--- src/rtl/gray_pkg.sv ---
// rtl/gray_pkg.sv - Gray-code helpers and pointer type shared by the queue controller.
package gray_pkg;

    localparam int PTR_W_MAX = 16;

    typedef struct packed {
        logic [PTR_W_MAX-1:0] bin;
        logic [PTR_W_MAX-1:0] gray;
    } gray_ptr_t;

    // Helpers work on zero-extended values, so any width up to PTR_W_MAX is handled.
    function automatic logic [PTR_W_MAX-1:0] bin2gray(input logic [PTR_W_MAX-1:0] b);
        return b ^ (b >> 1);
    endfunction

    function automatic logic [PTR_W_MAX-1:0] gray2bin(input logic [PTR_W_MAX-1:0] g);
        logic [PTR_W_MAX-1:0] b;
        b[PTR_W_MAX-1] = g[PTR_W_MAX-1];
        for (int i = PTR_W_MAX - 2; i >= 0; i--) begin
            b[i] = b[i+1] ^ g[i];
        end
        return b;
    endfunction

    // Full when the write pointer equals the read pointer with its two MSBs inverted;
    // at a pointer width of 2 that degenerates to the fully inverted read pointer.
    function automatic logic gray_full(input logic [PTR_W_MAX-1:0] wr_gray,
                                       input logic [PTR_W_MAX-1:0] rd_gray,
                                       input int unsigned           pw);
        logic [PTR_W_MAX-1:0] msb_mask;
        msb_mask = PTR_W_MAX'(3) << (pw - 2);
        return wr_gray == (rd_gray ^ msb_mask);
    endfunction

endpackage

--- src/rtl/gray_ptr.sv ---
// rtl/gray_ptr.sv - Binary pointer with a registered Gray copy, increment and load.
module gray_ptr
    import gray_pkg::*;
#(
    parameter int W = 3
) (
    input  logic         clk,
    input  logic         rst_n,
    input  logic         inc,
    input  logic         load,
    input  logic [W-1:0] load_bin,
    output logic [W-1:0] bin,
    output logic [W-1:0] gray
);

    logic [W-1:0] bin_next;

    always_comb begin
        bin_next = bin;
        if (load) begin
            bin_next = load_bin;
        end else if (inc) begin
            bin_next = bin + W'(1);
        end
    end

    // Gray is derived from the next binary value so both registers update on the same edge.
    always_ff @(posedge clk or negedge rst_n) begin
        if (!rst_n) begin
            bin  <= '0;
            gray <= '0;
        end else begin
            bin  <= bin_next;
            gray <= W'(bin2gray(PTR_W_MAX'(bin_next)));
        end
    end

endmodule

--- src/rtl/gray_queue_ctrl.sv ---
// rtl/gray_queue_ctrl.sv - Single-clock Gray-pointer FIFO controller; GRAY_QUEUE_COUNT_EN adds count.
module gray_queue_ctrl
    import gray_pkg::*;
#(
    parameter int ADDR_W = 4
) (
    input  logic              clk,
    input  logic              rst_n,
    input  logic              wr_valid,
    output logic              wr_ready,
    output logic              wr_en,
    output logic [ADDR_W-1:0] wr_addr,
    output logic              rd_valid,
    input  logic              rd_ready,
    output logic [ADDR_W-1:0] rd_addr,
    input  logic              flush,
    output logic [ADDR_W:0]   wr_ptr_gray,
    output logic [ADDR_W:0]   rd_ptr_gray,
    output logic              full,
    output logic              empty
`ifdef GRAY_QUEUE_COUNT_EN
    ,
    output logic [ADDR_W:0]   count
`endif
);

    localparam int PW = ADDR_W + 1;

    logic [PW-1:0] wr_bin;
    logic [PW-1:0] rd_bin;
    logic          rd_fire;

    // Flags come only from registered Gray pointers.
    assign empty = (wr_ptr_gray == rd_ptr_gray);
    assign full  = gray_full(PTR_W_MAX'(wr_ptr_gray), PTR_W_MAX'(rd_ptr_gray), PW);

    assign wr_ready = !full && !flush;
    assign rd_valid = !empty && !flush;
    assign wr_en    = wr_valid && wr_ready;
    assign rd_fire  = rd_valid && rd_ready;

    assign wr_addr = wr_bin[ADDR_W-1:0];
    assign rd_addr = rd_bin[ADDR_W-1:0];

    gray_ptr #(.W(PW)) u_wr_ptr (
        .clk      (clk),
        .rst_n    (rst_n),
        .inc      (wr_en),
        .load     (1'b0),
        .load_bin ('0),
        .bin      (wr_bin),
        .gray     (wr_ptr_gray)
    );

    // Flush empties the queue by snapping the read pointer onto the write pointer.
    gray_ptr #(.W(PW)) u_rd_ptr (
        .clk      (clk),
        .rst_n    (rst_n),
        .inc      (rd_fire),
        .load     (flush),
        .load_bin (wr_bin),
        .bin      (rd_bin),
        .gray     (rd_ptr_gray)
    );

`ifdef GRAY_QUEUE_COUNT_EN
    always_ff @(posedge clk or negedge rst_n) begin
        if (!rst_n) begin
            count <= '0;
        end else if (flush) begin
            count <= '0;
        end else begin
            case ({wr_en, rd_fire})
                2'b10:   count <= count + PW'(1);
                2'b01:   count <= count - PW'(1);
                default: count <= count;
            endcase
        end
    end
`endif

endmodule

--- config.mk ---
export PLATFORM = sky130hd
export DESIGN_NAME = gray_queue_ctrl
export DESIGN_NICKNAME = d
export VERILOG_FILES = /design/src/rtl/gray_pkg.sv /design/src/rtl/gray_ptr.sv /design/src/rtl/gray_queue_ctrl.sv
export SDC_FILE = /design/constraint.sdc
export NUM_CORES = 1
export LEC_CHECK = 0
export CORE_ASPECT_RATIO = 0.75
export CORE_MARGIN = 3
export CORE_UTILIZATION = 41
export DETAILED_ROUTE_END_ITERATION = 12
export GPL_TIMING_DRIVEN = 0
export PLACE_DENSITY = 0.74
export SETUP_SLACK_MARGIN = 0.5
export SYNTH_ARGS = -nofsm -noshare
export SYNTH_HDL_FRONTEND = slang
export SYNTH_HIERARCHICAL = 1
export SYNTH_SLANG_ARGS = --single-unit
--- constraint.sdc ---
create_clock -name clk -period 1.9 [get_ports clk]
set_input_delay 0.19 -clock clk [delete_from_list [all_inputs] [get_ports clk]]
set_output_delay 0.19 -clock clk [all_outputs]
set_load 0.01 [all_outputs]
==> metrics.md <==
| Metric | Value |
|---|---|
| DIE HEIGHT | `48.1 um` |
| Tcrit/Tclk final | `103%` |
| Yosys top cell area share | `a little under half` |
| Clk slew on worst S/H paths | `approximately 0.1 ns` |
| Initial Util | `45.7%` |
| Vias/cell | `4.80` |
| Final core utilization | `79.2%` |
| Clk_skew | `0.00227 ns` |
| Post-route design area | `around 0.0017 mm^2` |
| WP data arrival | `~2.1 ns` |
| Least-Margin Pin Slew | `between 0.7 and 0.8 ns` |
| VDD IR max | `0.000548 V` |
| Clock sinks | `18` |
| Antenna diodes | `0` |
| Top Ports | `28` |
| Avg WL per Cell | `~14 um` |
| Via count | `between 800 and 900` |
| CP peak stage delay | `around 0.43 ns` |
| TritonCTS clock tree | `done` |
| Critical path class | `flop to flop` |
| Worst path bufs/invs | `1` |
| CTS buffer count | `3` |
| Die W | `62.2 um` |
| Sequential share of the synthesized area | `between 40% and 50%` |
| Synth warn | `6` |
| Total power | `1.72 mW` |
| GP Congestion | `around 0.79` |
| Max Freq | `about 510 MHz` |
| Vias in the first global route | `835` |
| Cell count after synthesis | `between 80 and 90` |
| Synth area leaders | `dfrtp_1, xnor2_1, xor2_1, mux2i_1, a21oi_1` |
| Status | `complete, but fails checks` |
| Power density over the cells | `a little over 1000 mW/mm^2` |
| H-tree lvl count | `1` |
| Worst setup SP type | `flop` |
| Slowest CP cell | `dfrtp_1` |
| Worst hold slack | `0.357 ns` |
| Drt total wl | `2480 um` |
| GRT Total Usage | `between 15 and 20%` |
| Port Buffers | `27` |
| Netlist cell types | `19` |
| RSZ-0062 raised after global routing | `yes` |
| Avg Cell Area, Syn | `~11 um^2` |
| #FFs+latches synth | `18` |
| Crit Path Max Fanout | `5` |
| DRT antenna net count | `0` |
| Final setup viols | `5` |
| Crit. path cell count | `8` |
| Setup crit end kind | `flop` |
| GR Overflow Total | `0` |
| Fraction of layout cells with a size suffix above 1 | `between 40 and 50%` |
| Min setup slack post-route | `-0.0568 ns` |
| Final hold vios | `0` |
| Post-Syn Area | `a little under 0.001 mm^2` |
| Worst Path Required | `approximately 2.1 ns` |
| Rows | `14` |
| Area delta synth->final | `73.2%` |
| Pre-antenna DRT Iters | `4` |
| CTS max path bufs | `2` |
| Slew Limit Fails | `0` |
| Antenna violations before repair | `0` |
| Largest net degree at the start of global routing | `19` |
| Slew Limit Headroom | `a little under half` |
| Hold_buf cts | `0` |
| Core area | `between 0.002 and 0.0025 mm^2` |
| DP Area | `0.00134 mm^2` |
| Commonest non-fill, non-tap cell in the layout | `buf_4` |
| Violations in the final reports | `setup timing` |
| Post-route DRC | `0` |
| Post-detail-place hpwl | `1570 um` |
| Leak Pwr | `0.839 nW` |
| Crit path max-delay family | `XOR/XNOR gates` |
| CP cell instances | `xor2_2 > nor3_4 > buf_6 > a21oi_4 > nand4_1 > xnor2_2 > mux2_4 > xnor2_1` |
| Root Driver | `clkbuf_4` |
| DRT iter0 DRCs | `23` |
| Worst min-delay path class | `input port to asynchronous set/reset pin` |
| Biggest area consumer among synthesized cells | `dfrtp_1` |
| Most frequent cells in the layout | `buf_4, dfrtp_1, dlygate4sd2_1` |
| Fin crit period | `1.96 ns` |
| Worst-Skew Late Latency | `around 0.28 ns` |
| Max cap viols | `0` |
| Full die area | `about 0.0030 mm^2` |
| First-pass GRT wire length | `roughly 3700 um` |
| R2R cell count | `8` |
| Nets@finish | `roughly 160` |
worst paths after layout:
path / startpoint / to / slack, ns
max: u_rd_ptr/gray[2] / u_wr_ptr/gray[2] / -0.06
min: rst_n / u_rd_ptr/gray[2] / 0.36
max reg2reg: u_rd_ptr/gray[2] / u_wr_ptr/gray[2] / -0.06
min reg2reg: u_wr_ptr/bin[1] / u_rd_ptr/bin[1] / 0.69
max in group asynchronous: rst_n / u_wr_ptr/bin[4] / 1.00
min in group clk: u_wr_ptr/bin[1] / u_rd_ptr/bin[1] / 0.69
kinds of logic after synthesis:
logic type | Yosys count | share of synthesized area (%)
muxes | 8 | 9.55
AOI/OAI and AO/OA | 10 | 5.16
and+or+nand+nor | 19 | 11.0
adders and majority gates | 2 | 2.58
other | 1 | 0.387
buffers and inverters | 8 | 4.13
DFF | 18 | 46.5
xor gates and xnor gates | 23 | 20.8
state kept, by name, summed over array words and instances, names as in the netlist:
name / flops
u_wr_ptr/bin: 5
u_wr_ptr/gray: 4
u_rd_ptr/bin: 5
u_rd_ptr/gray: 4
metal layers:
layer	global-route usage [%]	share of wire, %
met5	0	0
met4	5.29	2.2
met3	5.99	5.9
met2	28.6	46
met1	19.2	46
through the flow:
stage	setup TNS (ns)	instances	setup WS, ns
2_1_floorplan	0	96	0.00950
3_3_place_gp	-0.132	155	-0.0716
3_5_place_dp	-0.337	155	-0.118
4_1_cts	-0.0372	178	-0.0336
5_1_grt	-1.13	180	-0.168
6_report	-0.176	180	-0.0568
synthesized netlist by cell type, drive strengths merged:
master / instances
nand2b: 2
nor3: 1
dfrtp: 18
ha: 2
buf: 4
xnor2: 14
nor2: 3
xor2: 9
and2: 3
a21oi: 6
nand2: 6
conb: 1
mux2i: 4
inv: 4
mux2: 4
o21ai: 4
nand4: 4
report_power, final:
part           internal [mW]  switching (mW)
combinational          0.534           0.430
sequential             0.478          0.0963
clock                 0.0735           0.109
layout make-up:
cell class                 instances  area [um^2]
clock buffer                       3         22.5
inverter                           4         15.0
buffer                             4         32.5
multi-input combinational         70          669
sequential                        18          455
fill                             117          440
timing repair buffer              49          444
tap                               32         40.0
timing repair:
action                                 4_1_cts  5_1_grt
resized for setup                           59       16
setup endpoints to repair                   39       28
endpoints found under the hold margin        0        0
pin swaps                                   15       13
buffers inserted                            20        2
Power figures use the tool's default switching activity.
